## src/rtl/dcache_pkg.sv

```systemverilog
// dcache_pkg: geometry, state encoding and line bundle for the data cache.
// Shared by the cache controller and its storage array.
package dcache_pkg;

    localparam int TAG_W      = 3;
    localparam int INDEX_W    = 3;
    localparam int OFFSET_W   = 2;
    localparam int BLOCK_W    = 32;
    localparam int NUM_BLOCKS = 8;

    localparam logic [1:0] S_IDLE      = 2'd0;
    localparam logic [1:0] S_WRITEBACK = 2'd1;
    localparam logic [1:0] S_FETCH     = 2'd2;
    localparam logic [1:0] S_UPDATE    = 2'd3;

    typedef struct packed {
        logic               valid;
        logic               dirty;
        logic [TAG_W-1:0]   tag;
        logic [BLOCK_W-1:0] data;
    } line_t;

    function automatic logic [7:0] pick_byte(
        input logic [BLOCK_W-1:0]  blk,
        input logic [OFFSET_W-1:0] off
    );
        return blk[{off, 3'b000} +: 8];
    endfunction

endpackage

```

## src/rtl/dcache_array.sv

```systemverilog
// dcache_array: valid/dirty/tag/data storage for the direct-mapped cache.
// Byte-write port, block-install port and a combinational line read.
module dcache_array
    import dcache_pkg::*;
(
    input  logic                clk,
    input  logic                rst_n,
    input  logic [INDEX_W-1:0]  rd_index,
    output line_t               rd_line,
    input  logic                wr_en,
    input  logic [INDEX_W-1:0]  wr_index,
    input  logic [OFFSET_W-1:0] wr_offset,
    input  logic [7:0]          wr_byte,
    input  logic                fill_en,
    input  logic [INDEX_W-1:0]  fill_index,
    input  logic [TAG_W-1:0]    fill_tag,
    input  logic [BLOCK_W-1:0]  fill_data
);

    logic [NUM_BLOCKS-1:0] valid;
    logic [NUM_BLOCKS-1:0] dirty;
    logic [TAG_W-1:0]      tag  [NUM_BLOCKS];
    logic [BLOCK_W-1:0]    data [NUM_BLOCKS];

    always_ff @(posedge clk or negedge rst_n) begin
        if (!rst_n) begin
            valid <= '0;
            dirty <= '0;
        end else if (fill_en) begin
            valid[fill_index] <= 1'b1;
            dirty[fill_index] <= 1'b0;
        end else if (wr_en) begin
            dirty[wr_index] <= 1'b1;
        end
    end

    // Tag and data need no reset: valid gates every use of them.
    always_ff @(posedge clk) begin
        if (fill_en) begin
            tag[fill_index]  <= fill_tag;
            data[fill_index] <= fill_data;
        end else if (wr_en) begin
            data[wr_index][{wr_offset, 3'b000} +: 8] <= wr_byte;
        end
    end

    always_comb begin
        rd_line.valid = valid[rd_index];
        rd_line.dirty = dirty[rd_index];
        rd_line.tag   = tag[rd_index];
        rd_line.data  = data[rd_index];
    end

endmodule

```

## src/rtl/dcache.sv

```systemverilog
// dcache: direct-mapped write-back write-allocate data cache controller.
// Hit logic, miss FSM and memory-side muxing around dcache_array.
module dcache
    import dcache_pkg::*;
(
    input  logic                CLK,
    input  logic                RESET,
    input  logic                READ,
    input  logic                WRITE,
    input  logic [7:0]          ADDRESS,
    input  logic [7:0]          WRITEDATA,
    output logic [7:0]          READDATA,
    output logic                BUSYWAIT,
    output logic                MEM_READ,
    output logic                MEM_WRITE,
    output logic [5:0]          MEM_ADDRESS,
    output logic [BLOCK_W-1:0]  MEM_WRITEDATA,
    input  logic [BLOCK_W-1:0]  MEM_READDATA,
    input  logic                MEM_BUSYWAIT
);

    logic [1:0]          state;
    logic [1:0]          next_state;
    logic [TAG_W-1:0]    req_tag;
    logic [INDEX_W-1:0]  req_index;
    logic [INDEX_W-1:0]  arr_index;
    logic                rd_seen;
    logic                wr_seen;
    logic                idle;
    logic                hit;
    logic                miss;
    line_t               line;

    assign idle      = (state == S_IDLE);
    assign arr_index = idle ? ADDRESS[4:2] : req_index;
    assign hit       = line.valid && (line.tag == ADDRESS[7:5]);
    assign miss      = (READ | WRITE) & ~hit;

    assign BUSYWAIT = RESET & (~idle | miss);
    assign READDATA = (READ && hit) ? pick_byte(line.data, ADDRESS[1:0]) : 8'h00;

    dcache_array u_array (
        .clk        (CLK),
        .rst_n      (RESET),
        .rd_index   (arr_index),
        .rd_line    (line),
        .wr_en      (idle & WRITE & hit),
        .wr_index   (ADDRESS[4:2]),
        .wr_offset  (ADDRESS[1:0]),
        .wr_byte    (WRITEDATA),
        .fill_en    (state == S_UPDATE),
        .fill_index (req_index),
        .fill_tag   (req_tag),
        .fill_data  (MEM_READDATA)
    );

    // Completion needs the strobe high a cycle earlier, so a late-rising
    // MEM_BUSYWAIT is never mistaken for a finished transaction.
    always_comb begin
        next_state = state;
        case (state)
            S_IDLE: begin
                if (miss)
                    next_state = (line.valid && line.dirty) ? S_WRITEBACK : S_FETCH;
            end
            S_WRITEBACK: begin
                if (!MEM_BUSYWAIT && wr_seen)
                    next_state = S_FETCH;
            end
            S_FETCH: begin
                if (!MEM_BUSYWAIT && rd_seen)
                    next_state = S_UPDATE;
            end
            default: next_state = S_IDLE;
        endcase
    end

    always_comb begin
        MEM_ADDRESS   = '0;
        MEM_WRITEDATA = '0;
        case (state)
            S_WRITEBACK: begin
                MEM_ADDRESS   = {line.tag, req_index};
                MEM_WRITEDATA = line.data;
            end
            S_FETCH: MEM_ADDRESS = {req_tag, req_index};
            default: ;
        endcase
    end

    always_ff @(posedge CLK or negedge RESET) begin
        if (!RESET) begin
            state     <= S_IDLE;
            MEM_READ  <= 1'b0;
            MEM_WRITE <= 1'b0;
            rd_seen   <= 1'b0;
            wr_seen   <= 1'b0;
            req_tag   <= '0;
            req_index <= '0;
        end else begin
            state     <= next_state;
            MEM_READ  <= (next_state == S_FETCH);
            MEM_WRITE <= (next_state == S_WRITEBACK);
            rd_seen   <= MEM_READ;
            wr_seen   <= MEM_WRITE;
            if (idle && miss) begin
                req_tag   <= ADDRESS[7:5];
                req_index <= ADDRESS[4:2];
            end
        end
    end

endmodule

```

## config.mk

```make
export PLATFORM = sky130hd
export DESIGN_NAME = dcache
export DESIGN_NICKNAME = d
export VERILOG_FILES = /design/src/rtl/dcache_pkg.sv /design/src/rtl/dcache_array.sv /design/src/rtl/dcache.sv
export SDC_FILE = /design/constraint.sdc
export NUM_CORES = 1
export LEC_CHECK = 0
export ABC_AREA = 1
export ABC_CLOCK_PERIOD_IN_PS = 7100
export BUFFER_PORTS_ARGS = -buffer_cell sky130_fd_sc_hd__buf_4
export CAP_MARGIN = 20
export CORE_AREA = 3 3 209 211
export CTS_BUF_LIST = sky130_fd_sc_hd__clkbuf_4 sky130_fd_sc_hd__clkbuf_8
export DETAILED_ROUTE_END_ITERATION = 8
export DIE_AREA = 0 0 212 214
export PLACE_DENSITY = 0.48
export REMOVE_ABC_BUFFERS = 1
export SYNTH_ARGS = -nofsm -noshare
export SYNTH_HDL_FRONTEND = slang
export SYNTH_SLANG_ARGS = --single-unit
```

## constraint.sdc

```tcl
create_clock -name CLK -period 7.1 [get_ports CLK]
set_input_delay 1.42 -clock CLK [delete_from_list [all_inputs] [get_ports CLK]]
set_output_delay 1.42 -clock CLK [all_outputs]
set_load 0.1 [all_outputs]
```

* Yosys cells after proc, flatten, opt, wreduce, memory -nomap -nowiden
Memories as Yosys holds them, arrays and structs flattened.
Index checks and enable logic that the tools add are counted.
** Cells by class
- Add/sub/neg operators :: 1
- Magnitude comparators :: 5
- Equality and inequality tests :: 6
- Shift-type cells :: 3
- Multiplexer cells :: 27
- Bitwise logic cells :: 12
- Reduce and logical (&&, ||, !) cells :: 12
** Operators with widths (count)
- two-way mux 32 bit :: 4
- OR reduction 32 bit :: 1
- variable shift 8 x 7 -> 32 bit (first input constant) :: 1
- indexed part select 32 x 6 -> 8 bit :: 1
- indexed part select 8 x 7 -> 32 bit :: 1
- two-way mux 8 bit :: 3
- bitwise OR 8 bit :: 2
- < comparator 3 x 4 -> 1 bit (second input constant) :: 3
- one-hot mux 6 bit (2 select lines) :: 1
- AND 8 bit :: 1
- logical AND 1 bit :: 8
- two-way mux 1 bit :: 8
- two-way mux 2 bit :: 4
- inverter 8 bit :: 1
- negation 5 -> 7 bit :: 1
- binary-select mux 1 bit (select 3 bit) :: 2
- demux 1 bit (select 3 bit) :: 2
- == test 2 bit (second input constant) :: 3
- greater-or-equal comparator 3 x 1 -> 1 bit (second input constant) :: 2
- two-way mux 3 bit :: 2
- one-hot mux 2 bit (3 select lines) :: 1
- AND 1 bit :: 4
- == test 2 x 1 -> 1 bit (second input constant) :: 2
- == test 3 bit :: 1
- 5 further kinds :: 7
** Storage, ports and cells
- Bits in registers :: 28
- Bits in writable memories :: 280
- Output and inout port bits :: 49
- Word-level logic and storage cells :: 77
- Memories kept :: 2
** Memory list
- u_array.data :: words 8, width 32, read ports 1, clocked after Yosys merged registers in 0, write ports 1, line dcache_array.sv:23 : logic [BLOCK_W-1:0] data [NUM_BLOCKS];
- u_array.tag :: words 8, width 3, read ports 1, clocked after Yosys merged registers in 0, write ports 1, line dcache_array.sv:22 : logic [TAG_W-1:0] tag [NUM_BLOCKS];

* Logic depth before layout (Yosys ltp)
- Depth after elaboration :: 11
- Gate-level depth with buffers :: 22

* By module
From an unflattened synthesis, not the netlist that was laid out.
** Unflattened totals
- Cell total of the unflattened synthesis :: 1296
- Area total of the unflattened synthesis :: 13651.8 µm²
** By module, submodules not included
- dcache_array :: instances 1, cells an instance 1072, area an instance 12371.9 µm²
- dcache :: instances 1, cells an instance 224, area an instance 1280.0 µm²

* Least setup slack after synthesis
OpenSTA, ideal clock, no wires.
- Path kind :: input to output
- Start :: in ADDRESS[2]
- End :: out READDATA[6]
- Arrival :: 4314 ps
- Required time :: 5680 ps
- Slack :: 1366 ps
- Cell stages on the path :: 12
- Buffers on the path :: 3
- Path through :: inv_1 nand2_1 nand2_1 buf_2 buf_1 buf_1 nor2_1 o221ai_1 o21ai_0 nand2_1 nand3_1 a21oi_1
** On the way
- Longest elaborated chain between the ends :: 6
- Elaborated cells on any way between the ends :: 10
- Those cells by class :: eq/ne: 1; shift: 1; mux: 4; reduce/logical: 2; memory: 2
** RTL lines
- start, declared :: line dcache.sv:10 : input logic [7:0] ADDRESS,
- two-way mux 3 bit (*) :: line dcache.sv:35 : assign arr_index = idle ? ADDRESS[4:2] : req_index;
- parallel branches: the longest is 4 deep, another holds memory read (8 x 32 bit)
- two-way mux 8 bit (*) :: line dcache.sv:40 : assign READDATA = (READ && hit) ? pick_byte(line.data, ADDRESS[1:0]) : 8'h00;
- end, declared :: line dcache.sv:12 : output logic [7:0] READDATA,
Every way passes the cells marked *. The select of a mux whose other input is x is not followed.

* Worst setup path after layout
- Start :: reg state[0]
- End :: out READDATA[1]
** On the way
- Longest elaborated chain between the ends :: 7
- Elaborated cells on any way between the ends :: 11
- Those cells by class :: eq/ne: 1; shift: 1; mux: 4; reduce/logical: 3; memory: 2
** RTL lines
- start, declared :: line dcache.sv:22 : logic [1:0] state;
- start signal, assigned :: line dcache.sv:101 : state <= next_state;
- zero test 2 bit (*) :: line dcache.sv:34 : assign idle = (state == S_IDLE);
- two-way mux 3 bit (*) :: line dcache.sv:35
- parallel branches: the longest is 4 deep, another holds memory read (8 x 32 bit)
- two-way mux 8 bit (*) :: line dcache.sv:40
Marked as above.

==> reports/metrics.csv <==
stage,metric,value,unit
global_routing,grt_max_degree,55,
place,dpl.hpwl,28510,um
sta,clock.fmax,158.3,MHz
global_routing,grt_pass1_vias,10090,
detailed_routing,via_count,10290,
cts,htree_levels,2,
critical_path,critical_path_required,5680,ps
critical_path,cp-end-kind,primary output,
final_layout,fillCellCount,4177,
detailed_routing,wl_per_cell,21.69,um
global_routing,busiest_layer,met2,
critical_path,crit_buf_inv,3,
sta,layout_setup_ws,783.5,ps
synthesis,synthesis.area,0.01376,mm^2
cts,cts.hold.buffers_added,0,
flow_run,max_cap_violations,0,
sta,rsz0062_at_grt,no,
place,place_ws,1198,ps
sta,fin_skew,23.74,ps
synthesis,syn_inst,1298,
cts,ctsResizeCount,0,
pwr,power_density,456.7,mW/mm^2
global_routing,antenna_found_initial,0,
sta,fin_crit_sh,88.96,%
global_routing,grt_pass1_wl,63310,um
cts,cts_buffers,53,
floorplanning,die_area,0.04537,mm^2
final_layout,drive_above_1_share,16.32,%
detailed_routing,drcViolationCount,0,
critical_path,critical_path.top_delay_family,simple AND/OR/NAND/NOR gates,
floorplanning,die_w,212,um
sta,setup_tns,0,ps
floorplanning,std_cell_rows,75,
critical_path,arrival,4900,ps
critical_path,start_kind,register,
global_routing,grt_usage,18.66,%
critical_path,critPathSlowestCell,nand2_4,
cts,cts_setup_buffers,0,
synthesis,syn_avg_cell_area,10.60,um^2
floorplanning,io_pins,102,
floorplanning,die_h,214,um
place,placed_area,0.01511,mm^2
detailed_routing,wl,42930,um
sta,hold_ws,388.2,ps
synthesis,yosys_warnings,0,
sta,hold_viol,0,
global_routing,grt_use_met1,25.87,%
sta,slew_headroom,27.15,%
floorplanning,start_util,32.81,%
detailed_routing,dr.pass1.iters,5,
final_layout,final_nets,1461,
global_routing,use_met3,3.764,%
critical_path,crit_type,reg2out,
global_routing,grt_util_met2,29.98,%
final_layout,area_growth,17.22,%
critical_path,critPathMaxFanout,54,
sta,maxSlewViolCount,0,
global_routing,grt_overflow,0,
floorplanning,core-area,0.04195,mm^2
sta,tightest_slew,1089,ps
detailed_routing,drtIter0Drc,835,
sta,period_needed,6316,ps
final_layout,final_area,0.01613,mm^2
synthesis,synth.distinct_cells,34,
run_status,status,completed,
detailed_routing,postRouteAntennaNets,0,
final_layout,n_antenna_cell,0,
place,post-place-cells,1883,
critical_path,cp_cell_sequence,inv_1 > ha_1 > nand2_1 > nand2_4 > buf_12 > nand2_1 > a32o_1 > nor2_1 > a31oi_1 > o21ai_0 > o21ai_0 > nor2_1 > buf_4,
sta,setup_viol,0,
cts,cts_tree,yes,
cts,clkSinkCount,308,
synthesis,synth-seq-cells,308,
place,gp_congestion,0.8822,
cts,root_buffer,clkbuf_8,
cts,clkLatencyLatePin,620,ps
pwr,p_leak,0.005994,uW
detailed_routing,viasPerCell,5.200,
final_layout,instances_no_fill,1979,
place,port_buffers,101,
critical_path,cp_slowest_stage_delay,600,ps
min_path,min_path_type,reg2reg,
synthesis,synth-seq-area-share,66.19,%
cts,cts_buffer_depth,3,
pwr,vdd_ir_drop_max,0.3381,mV
cts,clk_pin_slew_worst_paths,60,ps
[through the flow]
step / util, % / total power (uW)
6_report: 38.45 / 7367
5_1_grt: 38.45 / 7791
4_1_cts: 38.45 / 7426
3_5_place_dp: 36.03 / 5841
3_3_place_gp: 36.03 / 5820
2_1_floorplan: - / 4698
[state kept, by name (all words and copies together), names as in the netlist]
register and count:
u_array.valid 8, u_array.data 256, rd_seen 1, u_array.tag 24
wr_seen 1, MEM_WRITE 1, req_index 3, u_array.dirty 8
req_tag 3, MEM_READ 1, state 2
[layout make-up]
type                            instances  area (um^2)  area share [%]
Multi-Input combinational cell        853         4141           25.67
Tap cell                              539        674.4           4.181
Inverter                               59        221.5           1.373
Clock buffer                           76        902.1           5.593
Sequential cell                       308         9109           56.47
Clock inverter                         20        113.9          0.7059
Timing Repair Buffer                  124        968.4           6.004
[cell usage in the layout, fill, tap and decap left out, drive strengths merged, types with 28 or more instances in the layout]
| cell | synthesis | routed |
|---|---|---|
| nand2 | 340 | 340 |
| edfxtp | 280 | 280 |
| nor2 | 150 | 150 |
| nand3 | 134 | 134 |
| buf | 46 | 124 |
| clkbuf | 32 | 76 |
| o21ai | 62 | 62 |
| a21oi | 59 | 59 |
| inv | 57 | 57 |
| a32o | 32 | 32 |
| dfrtp | 28 | 28 |
[power by group]
| group | switching [uW] | internal, uW | total [uW] |
|---|---|---|---|
| Clock | 718 | 849 | 1570 |
| Sequential | 80.2 | 2200 | 2280 |
| Combinational | 2620 | 901 | 3520 |
[cells in the mapped netlist (all sizes together)]
| cell type | number | area (um^2) |
|---|---|---|
| nand2 | 340 | 1294 |
| edfxtp | 280 | 8408 |
| nor2 | 150 | 568.0 |
| nand3 | 134 | 710.7 |
| o21ai | 62 | 325.3 |
| a21oi | 59 | 295.3 |
| inv | 57 | 214.0 |
| buf | 46 | 202.7 |
| a32o | 32 | 320.3 |
| clkbuf | 32 | 120.1 |
| dfrtp | 28 | 700.7 |
| a31oi | 22 | 137.6 |
| nand4 | 16 | 100.1 |
| ha | 9 | 112.6 |
| a221oi | 6 | 52.55 |
| o22ai | 6 | 37.54 |
| o221ai | 4 | 35.03 |
| nor3 | 3 | 15.01 |
| a32oi | 2 | 17.52 |
| clkinv | 2 | 7.510 |
| o2111ai | 2 | 30.03 |
| o21a | 2 | 15.01 |
| o221a | 2 | 22.52 |
| mux2 | 1 | 11.26 |
| nand3b | 1 | 7.510 |
[final timing paths]
kind | start | end | slack (ps) | cells after the start
setup / recovery | state[0] | READDATA[1] | 780 | 13
hold / removal | MEM_READ | rd_seen | 390 | 0
setup reg to reg | state[0] | u_array.data[1][8] | 1700 | 19
hold reg to reg | MEM_READ | rd_seen | 390 | 0
max in group asynchronous | RESET | u_array.dirty[4] | 6070 | 1
min in group asynchronous | RESET | rd_seen | 740 | 1
[layer usage]
layer	vias to the layer above	share of wire, %	routed length (um)
li1	4797	-	-
met1	5078	45	19200
met2	364	46	19840
met3	52	7.0	3026
met4	0	2.0	862
met5	-	0	0
[kinds of logic after synthesis]
kind of cell | Yosys count | share of synthesized area [%]
muxes | 1 | 0.08183
DFF | 308 | 66.19
AOI/OAI and AO/OA | 199 | 9.365
buffers and inverters | 137 | 3.955
adders and majority gates | 9 | 0.8183
and+or+nand+nor | 644 | 19.59
(Power assumes the default switching activity.)
